===== config.mk =====
export PLATFORM = sky130hd
export DESIGN_NAME = rv_rr_arb
export DESIGN_NICKNAME = d
export VERILOG_FILES = /design/src/rtl/rv_rr_arb.sv
export SDC_FILE = /design/constraint.sdc
export NUM_CORES = 1
export LEC_CHECK = 0
export BUFFER_PORTS_ARGS = -buffer_cell sky130_fd_sc_hd__buf_4
export CORE_MARGIN = 1
export CORE_UTILIZATION = 35
export DETAILED_ROUTE_END_ITERATION = 10
export SYNTH_ARGS = -nofsm -noshare
export SYNTH_HDL_FRONTEND = slang
export SYNTH_SLANG_ARGS = --single-unit

===== constraint.sdc =====
create_clock -name clk -period 6.5 [get_ports clk]
set_input_delay 0.65 -clock clk [delete_from_list [all_inputs] [get_ports clk]]
set_output_delay 0.65 -clock clk [all_outputs]
set_load 0.02 [all_outputs]

===== src/rtl/rv_rr_arb.sv =====
// rv_rr_arb: packet-aware round-robin arbiter feeding one registered valid-ready output
// Ports:
//   clk, rst_n                     clock (rising edge), asynchronous active-low reset
//   datain_val/datain_last [N]     per-requester valid and end-of-packet flag
//   datain [N*wd]                  requester i data at [i*wd +: wd]
//   datain_rdy [N]                 per-requester ready, one-hot or zero
//   dataout_val/dataout_rdy        registered output handshake
//   dataout/dataout_id/dataout_last registered beat, source index, end-of-packet
module rv_rr_arb #(
    parameter int wd  = 4,
    parameter int N   = 4,
    parameter int IDW = 2
) (
    input  logic              clk,
    input  logic              rst_n,
    input  logic [N-1:0]      datain_val,
    output logic [N-1:0]      datain_rdy,
    input  logic [N*wd-1:0]   datain,
    input  logic [N-1:0]      datain_last,
    output logic              dataout_val,
    input  logic              dataout_rdy,
    output logic [wd-1:0]     dataout,
    output logic [IDW-1:0]    dataout_id,
    output logic              dataout_last
);
    typedef enum logic {IDLE, LOCKED} state_t;
    state_t         state, state_d;
    logic [IDW-1:0] owner, owner_d, rr_ptr, rr_ptr_d, g;
    logic           gv, ld, accept, sel_last;
    logic [wd-1:0]  sel_data;
    assign ld = !dataout_val || dataout_rdy;
    // Scan downward so the requester closest to rr_ptr is the last, and winning, assignment.
    always_comb begin
        gv = 1'b0;
        g  = '0;
        if (state == LOCKED) begin
            gv = 1'b1;
            g  = owner;
        end else begin
            for (int k = N - 1; k >= 0; k--) begin
                if (datain_val[(int'(rr_ptr) + k) % N]) begin
                    gv = 1'b1;
                    g  = IDW'((int'(rr_ptr) + k) % N);
                end
            end
        end
    end
    assign datain_rdy = (ld && gv) ? N'(1) << g : '0;
    assign accept     = |(datain_val & datain_rdy);
    assign sel_data   = datain[int'(g)*wd +: wd];
    assign sel_last   = datain_last[int'(g)];
    // While LOCKED, g equals owner, so one last-beat branch releases both states.
    always_comb begin
        state_d  = state;
        owner_d  = owner;
        rr_ptr_d = rr_ptr;
        if (accept) begin
            if (state == IDLE && !sel_last) begin
                state_d = LOCKED;
                owner_d = g;
            end else if (sel_last) begin
                state_d  = IDLE;
                rr_ptr_d = IDW'((int'(g) + 1) % N);
            end
        end
    end
    always_ff @(posedge clk or negedge rst_n) begin
        if (!rst_n) begin
            state        <= IDLE;
            owner        <= '0;
            rr_ptr       <= '0;
            dataout_val  <= 1'b0;
            dataout      <= '0;
            dataout_id   <= '0;
            dataout_last <= 1'b0;
        end else begin
            state  <= state_d;
            owner  <= owner_d;
            rr_ptr <= rr_ptr_d;
            if (ld) begin
                dataout_val <= accept;
                if (accept) begin
                    dataout      <= sel_data;
                    dataout_id   <= g;
                    dataout_last <= sel_last;
                end
            end
        end
    end
endmodule


* Word level (Yosys, flattened, before mapping) *
Cells that the tools add are included.
Widths: inputs -> output; s select.

cells by class
  add/sub/neg operators = 4
  shift operators = 2
  mux-type cells = 26
  reductions and logical operators = 14
  magnitude comparators = 5
  bitwise logic cells = 6

operators by type and width
  kind                 count
  $shiftx 16x5->4      1
  $mux 1               15
  $lt 3x4->1 const B   3
  $bmux 1 s2           5
  $mux 2               5
  $lt 2x3->1 const B   2
  $reduce_and 2->1     3
  $reduce_or 2->1      3
  $add 2x1->2 const B  2
  $add 2x2->2 const B  2
  $and 4x4->4          1
  $mux 4               1
  $reduce_or 4->1      1
  $shl 1x2->4 const A  1
  $and 1x1->1 const A  3
  $reduce_and 3->1     1
  $logic_and 1x1->1    2
  $logic_not 1->1      2
  $not 1->1            2
  $reduce_bool 2->1    1
  $logic_or 1x1->1     1

storage, ports and cells
  output and inout bits = 12
  flip-flop bits (word level) = 13
  logic and storage cells = 64

* Longest topological paths before layout *
Gate-level depths: netlist of the first run.

  word-level depth = 17
  mapped depth = 9
  gate-level depth less buffers = 7

* Worst setup path after synthesis of the first run *
Ideal clock, no wire load.

  path type = input -> output
  start point = input port datain_val[3]
  end point = output port datain_rdy[1]
  arrival time = 2.128 ns
  stages = 6
  path slack = 3.722 ns
  required time = 5.850 ns
  cells stage by stage = buf_4 > mux2i_1 > a32o_1 > o31ai_4 > clkbuf_1 > nor2b_1

on the way
  word-level cells in the longest chain between the ends = 10
  elaborated cells on any way between the ends = 24
  those cells by class = shift (1); mux (22); reduce/logical (1)

RTL lines
  what                                              RTL line  source
  from (decl)                                       16        input logic [N-1:0] datain_val,
  $bmux 1 s2                                        41        if (datain_val[(int'(rr_ptr) + k) % N]) begin
  $mux 1 (not written as such) (2 in series)        41
  $mux 2 or $mux 1 (tied branches) (4 in series)    41
  $mux 2 or $mux 1 (tied branches)                  36        if (state == LOCKED) begin
  $shl 1x2->4 or $logic_and 1x1->1 (tied branches)  48        assign datain_rdy = (ld && gv) ? N'(1) << g : '0;
  $mux 4 (*)                                        48
  to (decl)                                         17        output logic [N-1:0] datain_rdy,

Every way passes the cells marked *; elsewhere a longest branch is shown, timed or not. The select of a mux whose other input is x is not followed.

* Worst setup path after layout of the first run *
  start point = input port datain_val[3]
  end point = output port datain_rdy[2]

Same word-level chain as after synthesis.

==> results of run 1 <==
[flip-flops by register name, indices dropped and copies added, names as in the netlist]
| register | count |
|---|---|
| dataout | 4 |
| dataout_val | 1 |
| dataout_id | 2 |
| dataout_last | 1 |
| owner | 2 |
| rr_ptr | 2 |
| state | 1 |
[power groups by stage]
| stage | clock network (W) | logic, W | registers (W) |
|---|---|---|---|
| final | 0.0000480 | 0.000427 | 0.000162 |
| after global routing | 0.0000549 | 0.000468 | 0.000168 |
| after CTS | 0.0000512 | 0.000429 | 0.000162 |
| after detailed placement | 0 | 0.000428 | 0.000164 |
| after global placement | 0 | 0.000427 | 0.000163 |
| after floorplan | 0 | 0.000299 | 0.000173 |
[metrics by stage]
step	hold WS, ns	utilization, %	instance area (µm²)	power [W]
after floorplan	0.354	-	947	0.000472
after global placement	0.481	49.4	1240	0.000590
after detailed placement	0.470	49.4	1240	0.000591
after CTS	0.195	50.4	1270	0.000642
after global routing	0.196	50.4	1270	0.000691
final	0.206	50.4	1270	0.000637
[cell usage after synthesis, drive strengths merged (2+ instances only)]
library cell | number | area, µm²
clkbuf | 2 | 7.51
nand2 | 6 | 22.5
nor3 | 2 | 10.0
dfrtp | 13 | 325
mux2i | 10 | 100
nor2b | 4 | 25.0
inv | 3 | 11.3
mux2 | 12 | 143
nor2 | 11 | 41.3
a21oi | 7 | 35.0
nand2b | 3 | 18.8
buf | 3 | 17.5
o21ai | 3 | 26.3
[logic make-up (layout without fill, tap and decap cells)]
kind of cell    count (synthesis)  after routing  share of synthesized area [%]
compound gates                 18             18                           17.6
xor+xnor                        1              1                          0.925
buf+inv                         8             45                           3.83
flops                          13             13                           34.3
mux                            22             22                           25.6
simple gates                   33             33                           17.7
[path summary, 6_finish.rpt]
check | startpoint | to | slack [ns]
max in group asynchronous | rst_n | dataout[1]$_DFFE_PN0P_ | 6.13
worst max-delay path | datain_val[3] | datain_rdy[2] | 3.41
worst min register to register | dataout_last$_DFFE_PN0P_ | dataout_last$_DFFE_PN0P_ | 0.50
min in group clk | dataout_last$_DFFE_PN0P_ | dataout_last$_DFFE_PN0P_ | 0.50
worst min-delay path | rst_n | owner[0]$_DFFE_PN0P_ | 0.21
worst max register to register | rr_ptr[1]$_DFFE_PN0P_ | rr_ptr[1]$_DFFE_PN0P_ | 3.51
[worst max-delay path, cell delays in order]
cell      delay (ns)
buf_4           0.14
nand3b_1        0.13
o221ai_2        0.13
o41ai_4         0.89
nand2_1         0.17
nor2_1          0.16
buf_4           0.16
[final cells by class]
cell class / instances / area (µm²) / share of cell area, %
multi-input cells: 74 / 586 / 46.0
flip-flops and latches: 13 / 325 / 25.6
repair buffers: 38 / 285 / 22.4
well taps: 30 / 37.5 / 2.95
clock buffers: 3 / 22.5 / 1.77
inverters: 3 / 11.3 / 0.885
clock inverters: 1 / 5.00 / 0.393
[layer usage]
| metal | up-vias | global-route usage, % | wire length [µm] |
|---|---|---|---|
| li1 | 413 | - | - |
| met1 | 396 | 19.0 | 944 |
| met2 | 20 | 25.9 | 1070 |
| met3 | 2 | 4.24 | 91 |
| met4 | 0 | 5.56 | 16 |
| met5 | - | 0 | 0 |
==> metrics.yaml, run 1 <==
routing:
  via_per_inst: 5.13
  drc: 0
  ant_nets: 0
  drt_iter0_drc: 11
  dr.pass1.iters: 4
  wl_per_cell_um: 13.1
  wl_um: 2130
  vias: 831
synthesis:
  synth_edf_count: 0
  synthFlopType: "dfrtp_1"
  synth_cells: 95
  synthDistinctLibCells: 33
  syn-cell-area_um2: 947
  synth_seq_cells: 13
  synth_seq_area_share_pct: 34.3
  ys.warnings.count: 0
  syn-num-nets: 122
  synthArstFlopShare_pct: 100
  synth.avg_cell_area_um2: 9.97
power_and_ir_drop:
  combPwrFrac_pct: 67.1
  p_leak_nw: 0.605
  seqPwrFrac_pct: 25.4
  vdd_drop_max_mv: 0.250
  p_sw_w: 0.000285
  switching_share_pct: 44.7
  p_int_w: 0.000352
  pwr-share-clk_pct: 7.5
  power.density_mw_per_mm2: 500
grt:
  grt_util_all_layers_pct: 15.5
  grt_pass1_wl_um: 3230
  grt_max_degree: 19
  grt_pass1_vias: 748
  antenna_found_initial: 0
  overflow: 0
finish:
  area_growth_syn_to_layout_pct: 34.3
  diodes: 0
  drive_above_1_share_pct: 41.7
  fillCellCount: 249
  layout_common_cells: "38 x buf_4, 13 x dfrtp_1, 11 x nor2_1, 10 x mux2i_1, 7 x a21oi_1"
  final_common_cell: "buf_4"
  fin_nets: 160
  fin_cells: 162
clocking:
  cts_setup_buffers: 0
  ctsResizeCount: 0
  cts_htree_levels: 1
  clock_path_buffers: 2
  cts.sinks: 13
  root_buffer: "clkbuf_4"
  cts_buffers: 3
  cts_hold_buf: 0
  insertion_delay_ns: 0.27
  cts.reportedPaths.clkPinSlew_ns: 0.08
  cts_tree: "yes"
placement:
  place_congestion: 0.947
  placed_cells: 158
  portBuffers: 38
  dp_slack_ns: 3.22
  dp_hpwl_um: 1660
worst_setup_path:
  path_class: "in2out"
  crit_path_end_kind: "output pin"
  crit_fanout: 15
  critPathLaunchType: "primary input"
  arrival_ns: 2.44
  r2r_cells: 7
  cp.required_ns: 5.85
sta:
  fin_tns_setup_ns: 0
  worst_clock_skew_ns: 0.00374
  hold_viol_final: 0
  rsz0062_at_grt: "no"
  fin_crit_ns: 3.09
  setup_viol: 0
  finalMaxSlewViolations: 0
  final.setup.worst_slack_ns: 3.41
  timing.final.crit_share_pct: 47.5
  relSlewSlack_pct: 26.4
  max_freq_ghz: 0.324
  tightest_slew_ns: 1.10
die:
  ios: 39
  fp.dieH_um: 54.0
  die-area_mm2: 0.00292
  die_w_um: 54.0
  rows: 18
  core_mm2: 0.00252
  initial_core_util_pct: 37.5
status:
  status: "finished, final reports clean"
hold_path:
  hp-class: "in2async"
flow_run:
  max_cap_viol_count: 0
No activity file was read; power rests on OpenSTA's default activity.
==> run 2, diff against run 1 <==
Settings changed: ABC_AREA set to 1.
Clock period 6.5 ns to 2.6 ns, I/O delays scaled along.
==> run 2 against run 1 <==
Net effect: non-clock buffer count grew 1; hold slack lost 0.026 ns; clock power grew to 2.6 times the previous value; total power grew to 3.1 times the previous value; critical path type is now reg2out; largest power group unchanged; highest routed layer unchanged.
==> metrics.yaml, run 2 <==
synthesis:
  synth_common_cells: "65 x nand2_1, 16 x nand3_1, 13 x dfrtp_1, 13 x inv_1, 11 x nor2_1"
  syn-num-nets: 186  # +52%
  syn-cell-area_mm2: 0.00103  # +8.7%
  synth_cells: 159  # +67%
  synth_seq_cells: 13  # unchanged
  ys.warnings.count: 0  # unchanged
  synthFlopType: "dfrtp_1"
  synth_edf_count: 0  # unchanged
  synthMostInstantiatedCell: "nand2_1"
  synth.avg_cell_area_um2: 6.48  # -35%
  synth_top_area_cell: "dfrtp_1"
  synthDistinctLibCells: 24  # -27%
  synthArstFlopShare_pct: 100  # unchanged
  synth_seq_area_share_pct: 31.6  # -2.8 points
  synth_top_area_share_pct: 31.6  # -2.8 points
  yosys-top-cells-area: "dfrtp_1 32%, nand2_1 24%, nand3_1 7.8%, inv_1 4.7%, nor2_1 4.0%"
clocking:
  insertion_delay_ns: 0.28  # about the same
  cts_buffers: 3  # unchanged
  clock_path_buffers: 2  # unchanged
  cts_htree_levels: 1  # unchanged
  cts.reportedPaths.clkPinSlew_ns: 0.07  # about the same
  cts.sinks: 13  # unchanged
  root_buffer: "clkbuf_4"
  cts_tree: "yes"
flow_run:
  max_cap_viol_count: 0  # unchanged
sta:
  max_freq_ghz: 0.439
  worst_clock_skew_ns: 0.0119  # +0.00812 ns
  hold_viol_final: 0  # unchanged
  fin_crit_ns: 2.28
  setup_viol: 0  # unchanged
  tightest_slew_ns: 0.368  # -0.732 ns
  rsz0062_at_grt: "no"
  finalMaxSlewViolations: 0  # unchanged
  timing.final.crit_share_pct: 87.6
  relSlewSlack_pct: 75.2  # +49 points
  fin_tns_setup_ns: 0  # unchanged
die:
  initial_core_util_pct: 37.0  # -0.53 points
  core_mm2: 0.00278  # +10%
  die-area_mm2: 0.00316  # +8.4%
  fp.dieH_um: 56.2  # +4.1%
  die_w_um: 56.2  # +4.1%
  ios: 39  # unchanged
  rows: 19  # +1
finish:
  final_common_cell: "nand2_1"
  final_util_pct: 49.1  # -1.4 points
  diodes: 0  # unchanged
  fin_cells: 230  # +42%
  regMostFlops: "dataout"
  drive_above_1_share_pct: 30.2  # -12 points
  layout_common_cells: "64 x nand2_1, 38 x buf_4, 16 x nand3_1, 13 x inv_1, 13 x dfrtp_1"
  fin_nets: 227  # +42%
  fin_area_mm2: 0.00137  # +7.3%
  largest_reg_flops: 4  # unchanged
  area_growth_syn_to_layout_pct: 32.6
placement:
  placed_cell_area_mm2: 0.00132  # +6.0%
  place_congestion: 0.814  # -14%
  portBuffers: 38  # unchanged
  dp_hpwl_um: 2110  # +27%
  placed_cells: 225  # +42%
routing:
  vias: 1094  # +32%
  drc: 0  # unchanged
  dr.pass1.iters: 4  # unchanged
  wl_per_cell_um: 11.1  # -15%
  via_per_inst: 4.76  # -7.3%
  wl_um: 2560  # +20%
  drt_iter0_drc: 56  # +45
  ant_nets: 0  # unchanged
worst_setup_path:
  cp.required_ns: 2.34  # -3.51 ns
  crit_path_end_kind: "output pin"
  critPathLaunchType: "flip-flop"
  arrival_ns: 2.02  # -0.42 ns
  crit_fanout: 13  # -2
  path_class: "reg2out"
grt:
  grt_max_degree: 14  # -5
  overflow: 0  # unchanged
  grt_pass1_wl_um: 4510  # +40%
  grt_pass1_vias: 1069  # +43%
  antenna_found_initial: 0  # unchanged
  grt_util_all_layers_pct: 18.0  # +2.5 points
power_and_ir_drop:
  power.density_mw_per_mm2: 1430  # +190%
  p_leak_nw: 0.774  # +28%
  vdd_drop_max_mv: 0.760  # +200%
  power_w: 0.00195  # +210%
hold_path:
  hp-class: "in2reg"
status:
  status: "finished, final reports clean"
-- run 2: metal layers --
metal | part of all wire (%) | GRT usage [%] | wire (µm)
met5 | 0 | 0 | 0
met3 | 3.9 | 3.95 | 99
met4 | 1.3 | 4.53 | 32
met2 | 48 | 29.9 | 1220
met1 | 47 | 23.7 | 1210
-- run 2: critical path: stages (launching register included) --
cell	delay, ns
dfrtp_1	0.52
inv_4	0.08
nand2_2	0.09
nand3_1	0.10
nand2_1	0.11
nand3_2	0.08
a21oi_2	0.14
nand2_2	0.11
nand2_4	0.15
nand2_1	0.08
nor2_1	0.13
buf_4	0.16
-- run 2: power breakdown --
group / switching, W / internal [W] / total (W)
combinational: 0.000910 / 0.000515 / 0.00142
clock: 0.0000672 / 0.0000570 / 0.000124
sequential: 0.0000896 / 0.000309 / 0.000398
-- run 2: repair_timing --
item | CTS | global route
hold endpoints to repair | 13 | 0
buffers inserted | 0 | 0
hold buffers | 1 | 0
resized for setup | 0 | 2
setup endpoints to repair | 0 | 3
-- run 2: final timing paths --
kind | slack, ns | start | to | depth (start not counted)
hold reg to reg | 0.49 | dataout[1]$_DFFE_PN0P_ | dataout[1]$_DFFE_PN0P_ | 2
min in group asynchronous | 0.35 | rst_n | dataout_id[0]$_DFFE_PN0P_ | 2
setup / recovery | 0.32 | rr_ptr[0]$_DFFE_PN0P_ | datain_rdy[1] | 11
max in group asynchronous | 2.08 | rst_n | state$_DFFE_PN0P_ | 2
setup reg to reg | 0.33 | rr_ptr[0]$_DFFE_PN0P_ | state$_DFFE_PN0P_ | 14
hold / removal | 0.18 | dataout_rdy | dataout_val$_DFFE_PN0P_ | 2
-- run 2: cells by family after synthesis --
| group | share of synthesized area (%) |
|---|---|
| simple gates | 49.9 |
| buf+inv | 9.36 |
| compound gates | 9.11 |
| flops | 31.6 |
-- run 2: cell type report --
class / instances / area, µm²
Fill cell: 305 / 1420
Multi-Input combinational cell: 127 / 616
Sequential cell: 13 / 325
Timing Repair Buffer: 39 / 295
Inverter: 16 / 62.6
Tap cell: 31 / 38.8
Clock buffer: 3 / 22.5
Clock inverter: 1 / 5.00
-- run 2: per-stage QoR --
stage / worst slack [ns] / hold WS, ns
finish: 0.323 / 0.180
global route: 0.0178 / 0.197
CTS: 0.263 / 0.182
detailed placement: 0.279 / 0.117
global placement: 0.346 / 0.110
floorplan: 0.593 / -0.0356
